[config.mk]
export PLATFORM = sky130hd
export DESIGN_NAME = fifo_ctrl_tp
export DESIGN_NICKNAME = d
export VERILOG_FILES = /design/src/rtl/fifo_ctrl_tp.sv
export SDC_FILE = /design/constraint.sdc
export NUM_CORES = 1
export LEC_CHECK = 0
export CAP_MARGIN = 20
export CORE_ASPECT_RATIO = 1.1
export CORE_MARGIN = 1.5
export CORE_UTILIZATION = 26
export CTS_CLUSTER_DIAMETER = 80
export DETAILED_ROUTE_END_ITERATION = 16
export PLACE_DENSITY = 0.9
export SLEW_MARGIN = 40
export SYNTH_ARGS = -nofsm -noshare
export SYNTH_HDL_FRONTEND = slang
export SYNTH_SLANG_ARGS = --single-unit
[constraint.sdc]
create_clock -name clk -period 1.8 [get_ports clk]
set_input_delay 0.18 -clock clk [delete_from_list [all_inputs] [get_ports clk]]
set_output_delay 0.18 -clock clk [all_outputs]
set_load 0.005 [all_outputs]
[src/rtl/fifo_ctrl_tp.sv]
// Synchronous FIFO controller driving an external two-port RAM with 1-cycle registered read.
// Latency: push visible in status next cycle; popped data valid (rd_valid) one cycle after pop.
// Backpressure: pushes rejected while full, pops rejected while empty; no bypass either way.
// Optional error flags (overflow/underflow/err_clr) are enabled by defining FIFO_ERR_FLAG_EN.
module fifo_ctrl_tp #(
  parameter int ADDR_WIDTH = 4,
  parameter int DATA_WIDTH = 32
) (
  input  logic                  clk,
  input  logic                  rst,
  input  logic                  wr_en,
  input  logic [DATA_WIDTH-1:0] wr_data,
  output logic                  full,
  input  logic                  rd_en,
  output logic [DATA_WIDTH-1:0] rd_data,
  output logic                  rd_valid,
  output logic                  empty,
  output logic [ADDR_WIDTH:0]   count,
  output logic                  ram_wren,
  output logic [ADDR_WIDTH-1:0] ram_wr_addr,
  output logic [DATA_WIDTH-1:0] ram_data,
  output logic                  ram_rden,
  output logic [ADDR_WIDTH-1:0] ram_rd_addr,
  input  logic [DATA_WIDTH-1:0] ram_q
`ifdef FIFO_ERR_FLAG_EN
  ,
  input  logic                  err_clr,
  output logic                  overflow,
  output logic                  underflow
`endif
);

  localparam int PW = ADDR_WIDTH + 1;

  // Pointers carry an extra wrap bit above the RAM address bits.
  logic [PW-1:0] wptr_q, wptr_d;
  logic [PW-1:0] rptr_q, rptr_d;
  logic          rd_valid_q, rd_valid_d;
  logic          push_ok, pop_ok;

  // Status, accept decisions and RAM strobes, all from pre-edge pointer state.
  always_comb begin
    empty       = (wptr_q == rptr_q);
    full        = (wptr_q[ADDR_WIDTH-1:0] == rptr_q[ADDR_WIDTH-1:0]) &&
                  (wptr_q[ADDR_WIDTH] != rptr_q[ADDR_WIDTH]);
    count       = wptr_q - rptr_q;
    push_ok     = wr_en & ~full;
    pop_ok      = rd_en & ~empty;
    ram_wren    = push_ok;
    ram_wr_addr = wptr_q[ADDR_WIDTH-1:0];
    ram_data    = wr_data;
    ram_rden    = pop_ok;
    ram_rd_addr = rptr_q[ADDR_WIDTH-1:0];
    rd_data     = ram_q;
    rd_valid    = rd_valid_q;
  end

  // Next-state: advance pointers on accepted requests; rd_valid tracks the RAM read latency.
  always_comb begin
    wptr_d     = wptr_q;
    rptr_d     = rptr_q;
    rd_valid_d = pop_ok;
    if (push_ok) wptr_d = wptr_q + PW'(1);
    if (pop_ok)  rptr_d = rptr_q + PW'(1);
  end

  // Pointer and valid registers; a read launched during reset is never reported.
  always_ff @(posedge clk) begin
    if (rst) begin
      wptr_q     <= '0;
      rptr_q     <= '0;
      rd_valid_q <= 1'b0;
    end else begin
      wptr_q     <= wptr_d;
      rptr_q     <= rptr_d;
      rd_valid_q <= rd_valid_d;
    end
  end

`ifdef FIFO_ERR_FLAG_EN
  logic overflow_q, overflow_d;
  logic underflow_q, underflow_d;

  // Sticky error flags; a new error in the same cycle as err_clr keeps the flag set.
  always_comb begin
    overflow_d  = (wr_en & full)  | (overflow_q  & ~err_clr);
    underflow_d = (rd_en & empty) | (underflow_q & ~err_clr);
    overflow    = overflow_q;
    underflow   = underflow_q;
  end

  // Error flag registers, cleared by reset.
  always_ff @(posedge clk) begin
    if (rst) begin
      overflow_q  <= 1'b0;
      underflow_q <= 1'b0;
    end else begin
      overflow_q  <= overflow_d;
      underflow_q <= underflow_d;
    end
  end
`endif

endmodule

==> Yosys cells after proc, flatten, opt, wreduce, memory -nomap -nowiden <==
Cells that the tools add are included.
{ "op_classes": {"bitwise_logic": 4, "n_reduce_logical": 1, "eq_ne": 3, "add_sub_neg": 3} }
{ "ops": {"columns": ["operator", "n"], "rows": [
  ["$add 5x1->5 const B", 2],
  ["$eq 5x5->1", 1],
  ["$sub 5x5->5", 1],
  ["$eq 4x4->1", 1],
  ["$and 1x1->1", 2],
  ["$not 1->1", 2],
  ["$logic_and 1x1->1", 1],
  ["$ne 1x1->1", 1]
]} }
{ "word_totals": {"out_inout_bits": 82, "input_bits": 68, "regBits": 11, "elab_cells": 14} }

==> Depth between registers and ports, before layout <==
Gate-level depths: netlist (run 1).
{ "depth": {"ltp_word": 4, "depth_mapped": 7, "mapped_depth_nobuf": 7} }

==> Worst setup path before layout (run 1) <==
Ideal clock, no wire load.
{ "synth_timing": {"path_type": "reg-to-output", "start": "register rptr_q[0]", "end": "output count[4]", "stages_incl_launch_ff": 7, "path_buffers": 0, "arrival_ns": 1.428, "slack_ns": 0.192, "required_ns": 1.620, "path_cell_list": "dfxtp_1 ha_1 inv_1 fa_1 a21o_1 a21oi_1 xnor2_1"} }
{ "synth_between": {"elab_chain_cells": 1} }
{ "synth_lines": {"columns": ["element", "line", "source"], "rows": [
  ["start, declared", "37", "logic [PW-1:0] rptr_q, rptr_d;"],
  ["start signal, assigned", "75", "rptr_q <= rptr_d;"],
  ["$sub 5x5->5", "46", "count = wptr_q - rptr_q;"],
  ["end, declared", "18", "output logic [ADDR_WIDTH:0] count,"]
]} }
Every way passes these cells.

==> Worst setup path in the final report (run 1) <==
{ "layout_timing": {"start": "register wptr_q[0]", "end": "output count[4]"} }
{ "layout_between": {"elab_chain_cells": 1} }
{ "layout_lines": {"columns": ["element", "line", "source"], "rows": [
  ["start, declared", "36", "logic [PW-1:0] wptr_q, wptr_d;"],
  ["start signal, assigned", "74", "wptr_q <= wptr_d;"],
  ["$sub 5x5->5", "46", null]
]} }
Every way passes these cells.

==> impl_metrics.json, run 1 <==
{
  "run_status": "finished with violations",
  "violations": "setup timing",
  "hold_start": "wr_data[14]",
  "critPathRequiredTime_ns": 1.62,
  "setup_viol": 2,
  "slew_viol_final": 0,
  "placement.cell_area_um2": 1040,
  "crit_type": "reg2out",
  "vias": 797,
  "antenna_found_initial": 0,
  "ys_seq_area_frac": 0.185,
  "antennaDiodeCount": 0,
  "root_buffer": "clkbuf_8",
  "min_to": "ram_data[14]",
  "die_w_um": 67.5,
  "die-area_um2": 5000,
  "worst_setup_path_end_kind": "output pin",
  "place_congestion": 0.786,
  "clkPwrFrac": 0.231,
  "p_int_w": 0.000771,
  "grt_max_degree": 12,
  "synth_warnings": 0,
  "row_count": 25,
  "timing.final.ws_setup_ns": -0.135,
  "synth.ff_latch_count": 11,
  "fin_crit_sh": 1.08,
  "core_um2": 4350,
  "p_leak_nw": 0.532,
  "grt_pass1_wl_um": 3970,
  "wl_per_cell_um": 14.9,
  "cts.htree.levels": 1,
  "antenna_left": 0,
  "synthCells": 146,
  "place_hpwl_um": 1840,
  "critPathLaunchType": "flop",
  "max_slew_margin": 0.640,
  "area_growth_pct": 4.41,
  "drt_drc_violations_left": 0,
  "crit_path_max_fanout": 2,
  "drive_gt1_frac": 0.464,
  "worst_hold_path_type": "in2out",
  "cts_tree": "built",
  "ios": 150,
  "synthesis.area_um2": 1190,
  "ctsLongestPathBuffers": 2,
  "worstPathArrival_ns": 1.76,
  "yosysTopAreaCell": "buf_4",
  "synth.area.top_cells": "buf_4, dfxtp_1, ha_1",
  "clock-sinks": 11,
  "cts-buffers-inserted": 3,
  "avgSynthCellArea_um2": 8.16,
  "switchingPower_w": 0.000363,
  "portBuffers": 21,
  "start_util": 0.274,
  "ff2ff_setup_slack_ns": 0.06,
  "power_frac_comb": 0.520,
  "vdd_drop_max_mv": 0.226,
  "final-instance-count-excl-fill": 179,
  "cap_viol_max_count": 0,
  "r2r-end": "rptr_q[3]",
  "design_area_um2": 1240,
  "vias_per_cell": 4.45,
  "r2r_cells": 8,
  "clk_latency_ns": 0.25,
  "finalPower_w": 0.00113,
  "skew_ns": 0.00398,
  "syn-num-nets": 221,
  "rsz0062_at_grt": "true",
  "fin_crit_ns": 1.94,
  "switching_share": 0.320,
  "drt_first_pass_iters": 4,
  "p_per_area_nw_per_um2": 912,
  "worstMarginPinSlew_ns": 0.536,
  "synth_top_area_share": 0.454,
  "drt-total-wl_um": 2670,
  "power_frac_seq": 0.249,
  "hold_depth": 0,
  "pre_cts_slack_ns": -0.341,
  "reg2reg_from": "wptr_q[3]",
  "clk_pin_slew_worst_paths_ns": 0.05,
  "grt_pass1_vias": 844,
  "initialDrtViolationCount": 54,
  "grt_usage": 0.114,
  "fp.dieH_um": 74.0,
  "synth_cell_types": 22,
  "report.final.hold_viol_count": 0,
  "nets": 201,
  "numPlacedInstances": 164,
  "timing.fmax_ghz": 0.517,
  "overflow": 0
}
per-layer routing:
layer,track usage,part of all wire,vias to the layer above
met2,0.187,0.51,41
met1,0.0941,0.31,368
li1,-,-,352
met5,0,0,-
met4,0.134,0.083,0
met3,0.0469,0.094,36
repair_timing:
| item | 4_1_cts | 5_1_grt |
|---|---|---|
| hold buffers | 0 | 0 |
| gates resized for setup | 45 | 5 |
| hold endpoints to repair | 0 | 0 |
| buffers inserted | 8 | 4 |
| setup endpoints to repair | 9 | 6 |
| cloned | 0 | 0 |
| pin swaps | 7 | 4 |
cells by family (layout without fill, tap and decap cells):
family | Yosys count | in the layout | synth area share
mux | 2 | 2 | 0.0168
flops | 11 | 11 | 0.185
xor+xnor | 11 | 11 | 0.0872
simple gates | 20 | 20 | 0.0809
buf+inv | 81 | 60 | 0.482
fa+ha+maj | 7 | 7 | 0.0798
compound gates | 14 | 14 | 0.0683
layout by cell type (no fill, tap or decap), drive strengths merged:
cell / synthesis / routed
or3: 2 / 2
xor2: 4 / 4
fa: 1 / 1
o211ai: 1 / 1
ha: 6 / 6
nand4: 4 / 4
nand2: 1 / 1
a21o: 2 / 2
clkdlybuf4s50: 0 / 13
o21ai: 4 / 4
dfxtp: 11 / 11
a21oi: 7 / 7
nor2: 11 / 11
xnor2: 7 / 7
dlygate4sd2: 0 / 2
clkbuf: 1 / 6
buf: 72 / 31
nand3: 1 / 1
and4: 1 / 1
inv: 8 / 8
mux2i: 2 / 2
stage by stage:
step	hold slack, ns	setup TNS [ns]	utilization
3_5_place_dp	0.360	-0.987	0.240
4_1_cts	0.360	-0.145	0.282
5_1_grt	0.360	-0.295	0.286
3_3_place_gp	0.360	-0.606	0.240
2_1_floorplan	0.249	0	-
6_report	0.360	-0.173	0.286
Yosys cell counts:
library cell	number
o21ai_1	1
or3_1	2
fa_1	1
nand2_1	1
buf_4	72
nand4_1	4
ha_1	6
clkbuf_1	1
mux2i_1	2
o21ai_2	1
xor2_2	1
dfxtp_1	11
nor2_1	11
o21ai_0	2
a21o_1	2
xnor2_1	7
a21oi_1	7
nand3_1	1
inv_1	8
o211ai_1	1
and4_1	1
xor2_1	3
worst max-delay path by stage:
stage               startpoint       end  slack (ns)
floorplan            rptr_q[0]  count[4]        0.19
global placement     wptr_q[0]  count[4]       -0.27
detailed placement   wptr_q[0]  count[4]       -0.34
CTS                  wptr_q[0]  count[4]       -0.08
global route         wptr_q[0]  count[4]       -0.18
finish               wptr_q[0]  count[4]       -0.14
flip-flops by register name, summed over array words and instances, names as in the netlist:
signal	count
wptr_q	5
rd_valid	1
rptr_q	5
power by group through the flow:
| stage | logic (W) | clock network, W | registers (W) |
|---|---|---|---|
| 4_1_cts | 0.000576 | 0.000266 | 0.000281 |
| 6_report | 0.000590 | 0.000262 | 0.000282 |
| 5_1_grt | 0.000644 | 0.000274 | 0.000284 |
| 3_3_place_gp | 0.000439 | 0 | 0.000276 |
| 2_1_floorplan | 0.000309 | 0 | 0.000284 |
| 3_5_place_dp | 0.000459 | 0 | 0.000278 |
critical path, stage by stage (launching register included):
cell	delay, ns
dfxtp_2	0.32
inv_2	0.07
ha_4	0.14
inv_4	0.03
fa_2	0.35
a21o_1	0.18
a21oi_2	0.15
xnor2_1	0.14
buf_2	0.14
area by class of cell:
| cell class | instances | area [um2] |
|---|---|---|
| clock buffer | 4 | 45.0 |
| inverter | 8 | 32.5 |
| sequential | 11 | 228 |
| tap | 54 | 67.6 |
| multi-input combinational | 54 | 470 |
| fill | 441 | 3100 |
| timing repair buffer | 48 | 400 |
Power figures use the tool's default switching activity.
==> run 2, diff against run 1 <==
CORE_MARGIN = 2   (was 1.5)
PLACE_DENSITY = 0.84   (was 0.9)
clock period = 1.9 ns   (was 1.8 ns; I/O delays follow)
==> impl_metrics.json, run 2 (synthesis results as in run 1) <==
{
  "critPathRequiredTime_ns": 1.71,
  "crit_buf_inv": 3,
  "cap_viol_max_count": 0,
  "overflow": 0,
  "grt_pass1_wl_um": 3240,
  "grt_pass1_vias": 692,
  "finalPower_w": 0.000961,
  "final-instance-count-excl-fill": 169,
  "worstPathArrival_ns": 1.72,
  "drt_first_pass_iters": 5,
  "place_congestion": 0.807,
  "portBuffers": 21,
  "fp.dieH_um": 75.0,
  "violations": "setup timing",
  "drt_drc_violations_left": 0,
  "p_int_w": 0.000655,
  "switching_share": 0.318,
  "row_count": 25,
  "antenna_left": 0,
  "hold_buffers": 0,
  "die_w_um": 68.5,
  "ctsLongestPathBuffers": 2,
  "r2r_cells": 7,
  "timing.final.ws_setup_ns": -0.0144,
  "report.final.hold_viol_count": 0,
  "max_slew_margin": 0.721,
  "power_frac_comb": 0.470,
  "switchingPower_w": 0.000306,
  "nets": 191,
  "clk_pin_slew_worst_paths_ns": 0.05,
  "core_um2": 4350,
  "power_frac_seq": 0.276,
  "reg2reg_from": "wptr_q[1]",
  "hold_start": "wr_data[14]",
  "fin_crit_sh": 1.01,
  "clkPwrFrac": 0.255,
  "critPathLaunchType": "flop",
  "ff2ff_setup_slack_ns": 0.21,
  "critPathMostFrequentCell": "inv_2",
  "hold_depth": 0,
  "die-area_um2": 5140,
  "rsz0062_at_grt": "true",
  "n_fill_cell": 451,
  "grt_max_degree": 12,
  "p_leak_nw": 0.478,
  "critPathTopFamily": "adder cells",
  "cp_cell_sequence": "inv_2 > ha_4 > inv_2 > fa_2 > a21o_1 > a21oi_2 > xnor2_1 > buf_2",
  "worst_setup_path_end_kind": "output pin",
  "multi_input_area_um2": 458,
  "cts.htree.levels": 1,
  "slew_viol_final": 0,
  "initialDrtViolationCount": 76,
  "drive_gt1_frac": 0.330,
  "root_buffer": "clkbuf_8",
  "vias": 745,
  "r2r-end": "rptr_q[3]",
  "mostFrequentLayoutCells": "buf_4, clkdlybuf4s50_1, nor2_1, dfxtp_1",
  "run_status": "finished with violations",
  "drt-total-wl_um": 2240,
  "fin_crit_ns": 1.91,
  "min_to": "ram_data[14]",
  "grt_usage": 0.0895,
  "worstMarginPinSlew_ns": 0.417,
  "cts-buffers-inserted": 3,
  "antennaDiodeCount": 0,
  "cts_tree": "built",
  "vias_per_cell": 4.41,
  "clock-sinks": 11,
  "placement.cell_area_um2": 1040,
  "ios": 150,
  "area_growth_pct": -3.68,
  "numPlacedInstances": 164,
  "antenna_found_initial": 0,
  "crit_path_max_fanout": 2,
  "clk_latency_ns": 0.24,
  "crit_path_top_delay_cell": "fa_2",
  "skew_ns": 0.000385,
  "place_hpwl_um": 1650,
  "mostFrequentLayoutCell": "buf_4",
  "wl_per_cell_um": 13.3,
  "setup_viol": 1,
  "p_per_area_nw_per_um2": 837,
  "cpPeakStageDelay_ns": 0.36,
  "seq_area_um2": 223,
  "crit_type": "reg2out",
  "worst_hold_path_type": "in2out",
  "vdd_drop_max_mv": 0.244,
  "start_util": 0.274,
  "design_area_um2": 1150,
  "timing.fmax_ghz": 0.522
}
==> run 2: cell count changes in the layout (fill, tap and decap cells not counted), moves of 2 or more <==
cell and change:
inv_1 +2, buf_4 -8, buf_2 -3, dfxtp_2 -4, dfxtp_1 +4, dlygate4sd2_1 +4
==> run 2: routing by layer <==
| layer | vias up | share of wire | global-route usage |
|---|---|---|---|
| li1 | 337 | - | - |
| met2 | 60 | 0.48 | 0.145 |
| met4 | 0 | 0.093 | 0.118 |
| met3 | 31 | 0.098 | 0.0239 |
| met5 | - | 0 | 0 |
| met1 | 317 | 0.33 | 0.0783 |
==> run 2: final cells by class <==
class,count,share of cell area
clock buffers,4,0.0393
flip-flops and latches,11,0.194
multi-input cells,54,0.399
repair buffers,38,0.282
well taps,54,0.0589
inverters,8,0.0262
==> run 2: repair_timing <==
| action | in CTS | in global routing |
|---|---|---|
| resized for setup | 20 | 9 |
| buffers inserted | 1 | 0 |
| endpoints found under the setup margin | 8 | 2 |
| pin swaps | 1 | 5 |
==> run 2: worst reg2reg max path: cells and delay by family, from the launching register on <==
kind | cells | cell delay, ns
and+or+nand+nor | 2 | 0.44
AOI/OAI and AO/OA | 2 | 0.20
adders and majority gates | 1 | 0.25
DFF | 1 | 0.44
buffers and inverters | 2 | 0.30
==> run 2: per-stage QoR <==
| stage | setup WS (ns) | hold WS, ns | TNS (ns) | util |
|---|---|---|---|---|
| 6_report | -0.0144 | 0.380 | -0.0144 | 0.264 |
| 4_1_cts | -0.0929 | 0.380 | -0.0929 | 0.263 |
| 2_1_floorplan | 0.282 | 0.259 | 0 | - |
| 3_3_place_gp | -0.177 | 0.380 | -0.177 | 0.240 |
| 3_5_place_dp | -0.199 | 0.380 | -0.251 | 0.240 |
| 5_1_grt | -0.0936 | 0.380 | -0.0936 | 0.264 |
==> run 2: power by group through the flow <==
stage / clock, W / sequential, W / combinational, W
detailed placement: 0 / 0.000262 / 0.000427
CTS: 0.000244 / 0.000259 / 0.000442
global placement: 0 / 0.000261 / 0.000418
global route: 0.000267 / 0.000266 / 0.000500
finish: 0.000244 / 0.000265 / 0.000451
floorplan: 0 / 0.000269 / 0.000292
==> run 2: how the worst max path moves through the flow <==
stage	start	endpoint	depth (start not counted)
floorplan	rptr_q[0]	count[4]	6
global placement	wptr_q[0]	count[4]	8
detailed placement	wptr_q[0]	count[4]	8
CTS	wptr_q[0]	count[4]	8
global route	wptr_q[0]	count[4]	8
finish	wptr_q[0]	count[4]	8
